File: src/rtl/serial_cmp_ctrl.sv
// Bit-serial MSB-first unsigned magnitude comparator with IDLE/RUN/DONE control.
// Optional early exit on the first differing bit pair: define SERIAL_CMP_EARLY_EXIT_EN.
module serial_cmp_ctrl #(
  parameter int WIDTH = 8
) (
  input  logic             clk,
  input  logic             rst_n,
  input  logic             start,
  input  logic [WIDTH-1:0] a,
  input  logic [WIDTH-1:0] b,
  output logic             busy,
  output logic             done,
  output logic             l,
  output logic             e,
  output logic             g
);

  localparam int IDX_W = $clog2(WIDTH);

  typedef enum logic [1:0] {
    IDLE = 2'd0,
    RUN  = 2'd1,
    DONE = 2'd2
  } state_t;

  state_t           r_state;
  state_t           w_state_nxt;
  logic [WIDTH-1:0] r_a;
  logic [WIDTH-1:0] r_b;
  logic [IDX_W-1:0] r_idx;
  logic             r_decided;
  logic             r_lt;
  logic             r_gt;

  logic w_bit_lt;
  logic w_bit_gt;
  logic w_lt;
  logic w_gt;
  logic w_exit;

  assign w_bit_lt = ~r_a[WIDTH-1] &  r_b[WIDTH-1];
  assign w_bit_gt =  r_a[WIDTH-1] & ~r_b[WIDTH-1];

  // Once decided, later bit pairs never override the held result.
  assign w_lt = r_decided ? r_lt : w_bit_lt;
  assign w_gt = r_decided ? r_gt : w_bit_gt;

`ifdef SERIAL_CMP_EARLY_EXIT_EN
  assign w_exit = (r_idx == '0) | (~r_decided & (w_bit_lt | w_bit_gt));
`else
  assign w_exit = (r_idx == '0);
`endif

  assign busy = (r_state != IDLE);
  assign done = (r_state == DONE);

  always_comb begin
    w_state_nxt = r_state;
    case (r_state)
      IDLE:    if (start)  w_state_nxt = RUN;
      RUN:     if (w_exit) w_state_nxt = DONE;
      DONE:    w_state_nxt = IDLE;
      default: w_state_nxt = IDLE;
    endcase
  end

  always_ff @(posedge clk or negedge rst_n) begin
    if (!rst_n) r_state <= IDLE;
    else        r_state <= w_state_nxt;
  end

  always_ff @(posedge clk or negedge rst_n) begin
    if (!rst_n) begin
      r_a       <= '0;
      r_b       <= '0;
      r_idx     <= '0;
      r_decided <= 1'b0;
      r_lt      <= 1'b0;
      r_gt      <= 1'b0;
      l         <= 1'b0;
      e         <= 1'b0;
      g         <= 1'b0;
    end else begin
      if (r_state == IDLE && start) begin
        r_a       <= a;
        r_b       <= b;
        r_idx     <= IDX_W'(WIDTH - 1);
        r_decided <= 1'b0;
        r_lt      <= 1'b0;
        r_gt      <= 1'b0;
      end else if (r_state == RUN) begin
        r_a <= {r_a[WIDTH-2:0], 1'b0};
        r_b <= {r_b[WIDTH-2:0], 1'b0};
        if (r_idx != '0) r_idx <= r_idx - 1'b1;
        if (!r_decided && (w_bit_lt || w_bit_gt)) begin
          r_decided <= 1'b1;
          r_lt      <= w_bit_lt;
          r_gt      <= w_bit_gt;
        end
        // Result outputs change only on the edge entering DONE.
        if (w_exit) begin
          l <= w_lt;
          g <= w_gt;
          e <= ~(w_lt | w_gt);
        end
      end
    end
  end

endmodule

File: config.mk
export PLATFORM = sky130hd
export DESIGN_NAME = serial_cmp_ctrl
export DESIGN_NICKNAME = d
export VERILOG_FILES = /design/src/rtl/serial_cmp_ctrl.sv
export SDC_FILE = /design/constraint.sdc
export NUM_CORES = 1
export LEC_CHECK = 0
export CORE_MARGIN = 10
export CORE_UTILIZATION = 53
export CTS_BUF_LIST = sky130_fd_sc_hd__clkbuf_4
export CTS_CLUSTER_SIZE = 10
export DETAILED_ROUTE_END_ITERATION = 7
export GPL_ROUTABILITY_DRIVEN = 1
export PLACE_DENSITY_LB_ADDON = 0.08
export SYNTH_ARGS = -nofsm -noshare
export SYNTH_HDL_FRONTEND = slang
export SYNTH_SLANG_ARGS = --single-unit
File: constraint.sdc
create_clock -name clk -period 2 [get_ports clk]
set_input_delay 0.4 -clock clk [delete_from_list [all_inputs] [get_ports clk]]
set_output_delay 0.4 -clock clk [all_outputs]
set_load 0.02 [all_outputs]
==> results of run 1 <==
-- flip-flops by register name, indices dropped and copies added (netlist names) --
signal	count
r_idx	3
e	1
r_b	8
r_lt	1
r_gt	1
r_decided	1
r_a	8
l	1
r_state	2
g	1
-- cells in the final DEF (no fill, tap or decap) --
master / Yosys / final
a21boi_1: 1 / 1
a21oi_1: 4 / 4
a22oi_1: 14 / 14
a311o_1: 1 / 1
buf_4: 0 / 4
clkbuf_4: 0 / 3
clkdlybuf4s50_1: 0 / 21
clkinvlp_4: 0 / 1
dfrtp_1: 27 / 25
dfrtp_2: 0 / 2
dlygate4sd2_1: 0 / 1
dlymetal6s2s_1: 0 / 1
ha_1: 4 / 4
inv_1: 5 / 5
mux2i_1: 4 / 4
nand2_1: 33 / 33
nand2b_1: 1 / 1
nand3_1: 1 / 1
nor2_1: 9 / 9
nor2b_1: 3 / 3
nor3_1: 1 / 1
nor3b_2: 0 / 1
nor4b_2: 1 / 1
nor4bb_1: 1 / 1
o21a_1: 1 / 1
o21ai_0: 5 / 5
o21bai_1: 1 / 1
o311ai_0: 1 / 1
or3_1: 1 / 1
-- stage by stage --
stage	area (um2)	instances	total power [mW]
2_1_floorplan	1240	127	1.60
3_3_place_gp	1510	175	1.86
3_5_place_dp	1510	175	1.91
4_1_cts	1540	179	2.16
5_1_grt	1540	179	2.32
6_report	1540	179	2.14
-- routing by layer --
metal	vias to the layer above	track usage, %
met5	-	0
met4	0	5.53
met3	4	2.94
met2	22	18.7
met1	476	14.7
li1	481	-
-- where the power goes --
group / leakage (nW) / internal (mW) / switching, mW
combinational: 0.376 / 0.429 / 0.509
sequential: 0.336 / 0.782 / 0.174
clock: 0.0139 / 0.0766 / 0.171
total: 0.726 / 1.29 / 0.854
-- area by class of cell --
type / count / area (um2)
sequential: 27 / 678
tap: 28 / 35.0
multi-input combinational: 88 / 518
clock buffer: 3 / 22.5
inverter: 5 / 18.8
fill: 187 / 671
clock inverter: 1 / 7.51
timing repair buffer: 27 / 262
-- final timing paths --
path                                   startpoint                endpoint  slack, ps  cells past startpoint
min in group clk               r_b[6]$_DFFE_PN0P_      r_b[7]$_DFFE_PN0P_        500                      2
max in group asynchronous                   rst_n  r_state[1]$_DFFE_PN0P_       1300                      2
setup reg to reg           r_state[0]$_DFFE_PN0P_      r_b[6]$_DFFE_PN0P_        440                      3
hold / removal                              rst_n           e$_DFFE_PN0P_        410                      2
hold reg to reg                r_b[6]$_DFFE_PN0P_      r_b[7]$_DFFE_PN0P_        500                      2
setup / recovery                    e$_DFFE_PN0P_                       e        270                      1
-- kinds of logic after synthesis --
group	count (synthesis)
AO/OA/AOI/OAI	28
adder cells (fa/ha/maj)	4
buffers and inverters	12
flip-flops	27
multiplexers	4
AND/OR/NAND/NOR	52
==> run_results.csv, run 1 <==
group,metric,value,unit
run_status,outcome,"finished, final reports clean",
cells_and_area,drive_gt1_share,7.95,%
timing,max_clock_freq,579,MHz
logic_synthesis,synth_area,1240,um2
clocking,holdBufCountCts,0,
detailed_routing,topRoutingLayerUsed,"met4",
timing,hold_slack,413,ps
critical_path,crit_slowest_cell,"clkdlybuf4s50_1",
timing,min_period,1730,ps
placement,preCtsSetupSlack,53.3,ps
critical_path,crit_arrival,1330,ps
power,powerDensity,1390,nW/um2
worst_hold_path,hp-class,"input port to asynchronous set/reset pin",
logic_synthesis,synthDominantCellAreaShare,54.4,%
detailed_routing,antenna_left,0,
power,cellLeakagePower,0.726,nW
grt,grt_max_degree,28,
cells_and_area,syn2layout_area_growth,24.2,%
logic_synthesis,yosys.area_share.simple,18.6,%
critical_path,path_delay_family,"buffers and inverters",
clocking,clk_latency,340,ps
clocking,cts_setup_buffers,0,
logic_synthesis,ys_types,24,
critical_path,start_kind,"flop",
timing,fin_skew,17.5,ps
critical_path,critPathKind,"flop to primary output",
detailed_routing,drtIter0Drc,39,
grt,antenna_found_initial,0,
critical_path,required,1600,ps
clocking,cts.sinks,27,
logic_synthesis,yosys_warnings,0,
logic_synthesis,synth-edff-count,0,
logic_synthesis,ys_top_cells_by_area,"dfrtp_1 54%, nand2_1 10%, a22oi_1 8.5%",
grt,grt_pass1_vias,972,
placement,gp_congestion,0.730,
cells_and_area,num_antenna_cells,0,
timing,post-route-period-util,86.4,%
logic_synthesis,synth_top_family_by_area,"simple AND/OR/NAND/NOR gates",
floorplan,die_h,68.4,um
clocking,h-tree-depth,1,
detailed_routing,drt_drc_violations_left,0,
logic_synthesis,synth_fa_ha_area_share,4.03,%
timing,hold_viol,0,
logic_synthesis,syn_area_per_cell,9.77,um2
logic_synthesis,muxShareOfSynthArea,3.23,%
placement,io_buffers,23,
floorplan,start_util,56.1,%
logic_synthesis,yosysTopAreaCell,"dfrtp_1",
detailed_routing,num_vias,983,
logic_synthesis,synth-xor-area-share,0,%
logic_synthesis,synth-main-ff-cell,"dfrtp_1",
floorplan,die-area,4680,um2
detailed_routing,wl_per_cell,14.6,um
grt,grt_pass1_wl,4.32,mm
run,cap_violations,0,
floorplan,io-pin-count,24,
timing,relSlewSlack,36.3,%
logic_synthesis,synth_seq_cells,27,
logic_synthesis,synth-compound-area-share,15.4,%
clocking,cts.clk_slew.worst_paths,160,ps
timing,rsz0062_at_grt,"false",
detailed_routing,drt-met1-wl,1.17,mm
detailed_routing,drt_wl_total,2.61,mm
timing,tns,0,ps
logic_synthesis,netlist_instances,127,
timing,fin_ws,272,ps
logic_synthesis,yosysMostFrequentCell,"nand2_1",
grt,track_usage,11.8,%
clocking,clockBufferDepth,2,
clocking,cts-resized-gates,3,
timing,setup_viol,0,
cells_and_area,nets,175,
logic_synthesis,async_reset_ff_share,100,%
grt,gr-total-overflow,0,
critical_path,crit_chain,"clkdlybuf4s50_1",
detailed_routing,wl_met3,150,um
placement,dpl.hpwl,1.91,mm
cells_and_area,post-route-util,69.7,%
floorplan,fp.dieW,68.4,um
logic_synthesis,yosysSeqAreaShare,54.4,%
floorplan,rows,17,
clocking,cts_tree,"built",
logic_synthesis,ys_top_cells_by_count,"33 x nand2_1, 27 x dfrtp_1, 14 x a22oi_1",
power,peakVddDrop,0.776,mV
logic_synthesis,synth_fp_nets,150,
timing,worstMarginPinSlew,954,ps
detailed_routing,drt_pass1_iterations,4,
detailed_routing,avgViaCountPerCell,5.49,
critical_path,crit_path_max_fanout,2,
clocking,cts_buffers,3,
critical_path,end_kind,"primary output",
clocking,cts_root_buf,"clkbuf_4",
timing,drv_slew,0,
detailed_routing,wl_met2,1.25,mm
critical_path,max_stage_delay,610,ps
critical_path,crit_buf_inv,1,
floorplan,coreArea,2210,um2
No activity file was read; power rests on OpenSTA's default activity.
==> inputs of run 2 (changes only) <==
SKIP_CTS_REPAIR_TIMING = 1   (was not set)
==> run 2 against run 1 <==
  * Register-to-register slack is essentially flat
  * Fmax is the same
  * Global-route usage is essentially flat
  * Total power is essentially flat
  * Routed wire length grew 0.11%
  * Combinational power is essentially flat
  * Sequential power is essentially flat
  * Sequential share of layout area shrank 0.11 points
  * Critical path type unchanged
  * Largest power group unchanged
==> run_results.csv, run 2 (synthesis gave the netlist of run 1 again) <==
group,metric,value,unit
cells_and_area,final_cell_area,1550,um2
grt,antenna_found_initial,0,
grt,grt_pass1_wl,4.31,mm
critical_path,start_kind,"flop",
critical_path,required,1600,ps
critical_path,reg2reg_depth,3,
grt,track_usage,11.8,%
cells_and_area,final_cell_mix,"33 x nand2_1, 25 x dfrtp_1, 21 x clkdlybuf4s50_1",
critical_path,crit_buf_inv,1,
floorplan,start_util,56.1,%
timing,min_period,1730,ps
critical_path,critPathKind,"flop to primary output",
critical_path,crit_arrival,1330,ps
timing,relSlewSlack,36.3,%
clocking,clockBufferDepth,2,
grt,gr-total-overflow,0,
grt,grt_max_degree,28,
timing,fin_skew,17.5,ps
placement,io_buffers,23,
timing,tns,0,ps
critical_path,end_kind,"primary output",
detailed_routing,avgViaCountPerCell,5.49,
critical_path,crit_chain,"clkdlybuf4s50_1",
cells_and_area,num_antenna_cells,0,
floorplan,fp.dieW,68.4,um
clocking,cts_root_buf,"clkbuf_4",
cells_and_area,reg_top3,"r_a x8, r_b x8, r_idx x3",
power,peakVddDrop,0.776,mV
detailed_routing,antenna_left,0,
timing,worstMarginPinSlew,954,ps
critical_path,crit_path_max_fanout,2,
power,powerDensity,1390,nW/um2
timing,hold_viol,0,
placement,preCtsSetupSlack,53.3,ps
clocking,h-tree-depth,1,
floorplan,die_h,68.4,um
clocking,cts.sinks,27,
placement,dpl_cell_area,1510,um2
timing,fin_ws,272,ps
detailed_routing,drtIter0Drc,35,
critical_path,cp.depth,1,
floorplan,io-pin-count,24,
placement,dpl.hpwl,1.91,mm
detailed_routing,num_vias,983,
critical_path,max_stage_delay,610,ps
timing,post-route-period-util,86.4,%
clocking,cts.clk_slew.worst_paths,160,ps
timing,hold_slack,413,ps
placement,gp_congestion,0.730,
timing,setup_viol,0,
run,cap_violations,0,
detailed_routing,drt_wl_total,2.62,mm
run_status,outcome,"finished, final reports clean",
clocking,clk_latency,340,ps
power,cellLeakagePower,0.740,nW
worst_hold_path,hp-class,"input port to asynchronous set/reset pin",
clocking,cts_tree,"built",
detailed_routing,drt_pass1_iterations,4,
floorplan,rows,17,
floorplan,coreArea,2210,um2
timing,rsz0062_at_grt,"false",
detailed_routing,wl_per_cell,14.6,um
cells_and_area,n_fill_cell,185,
timing,max_clock_freq,579,MHz
clocking,cts_buffers,3,
critical_path,path_delay_family,"buffers and inverters",
cells_and_area,nets,175,
cells_and_area,drive_gt1_share,7.95,%
cells_and_area,final_common_cell,"nand2_1",
cells_and_area,post-route-util,69.9,%
detailed_routing,drt_drc_violations_left,0,
floorplan,die-area,4680,um2
cells_and_area,syn2layout_area_growth,24.5,%
critical_path,crit_slowest_cell,"clkdlybuf4s50_1",
timing,drv_slew,0,
grt,grt_pass1_vias,970,
## run 2: area by class of cell
class,instances,area [um2],share of cell area [%]
clock buffer,3,22.5,1.46
clock inverter,1,7.51,0.486
inverter,5,18.8,1.21
multi-input combinational,88,518,33.5
sequential,27,678,43.9
tap,28,35.0,2.27
timing repair buffer,27,265,17.2
## run 2: per-stage QoR
step | instances | power (mW)
floorplan | 127 | 1.60
global placement | 175 | 1.86
detailed placement | 175 | 1.91
finish | 179 | 2.14
CTS | 179 | 2.16
global route | 179 | 2.32
## run 2: metal layers
layer  wire [um]  track usage, %  vias to the layer above
li1            -               -                      481
met1        1180            14.6                      476
met2        1250            18.7                       22
met3         141            2.94                        4
met4          42            5.53                        0
met5           0               0                        -
## run 2: path summary, 6_finish.rpt
kind / from / to / slack [ps]
max reg2reg: r_state[0]$_DFFE_PN0P_ / r_b[6]$_DFFE_PN0P_ / 440
max: e$_DFFE_PN0P_ / e / 270
min reg2reg: r_b[6]$_DFFE_PN0P_ / r_b[7]$_DFFE_PN0P_ / 500
min: rst_n / e$_DFFE_PN0P_ / 410
max in group asynchronous: rst_n / r_state[1]$_DFFE_PN0P_ / 1300
min in group clk: r_b[6]$_DFFE_PN0P_ / r_b[7]$_DFFE_PN0P_ / 500
## run 2: report_power, final
part | leakage (nW) | switching (mW) | internal, mW | total (mW)
clock network | 0.0139 | 0.171 | 0.0766 | 0.247
registers | 0.336 | 0.174 | 0.782 | 0.956
logic | 0.390 | 0.509 | 0.430 | 0.938
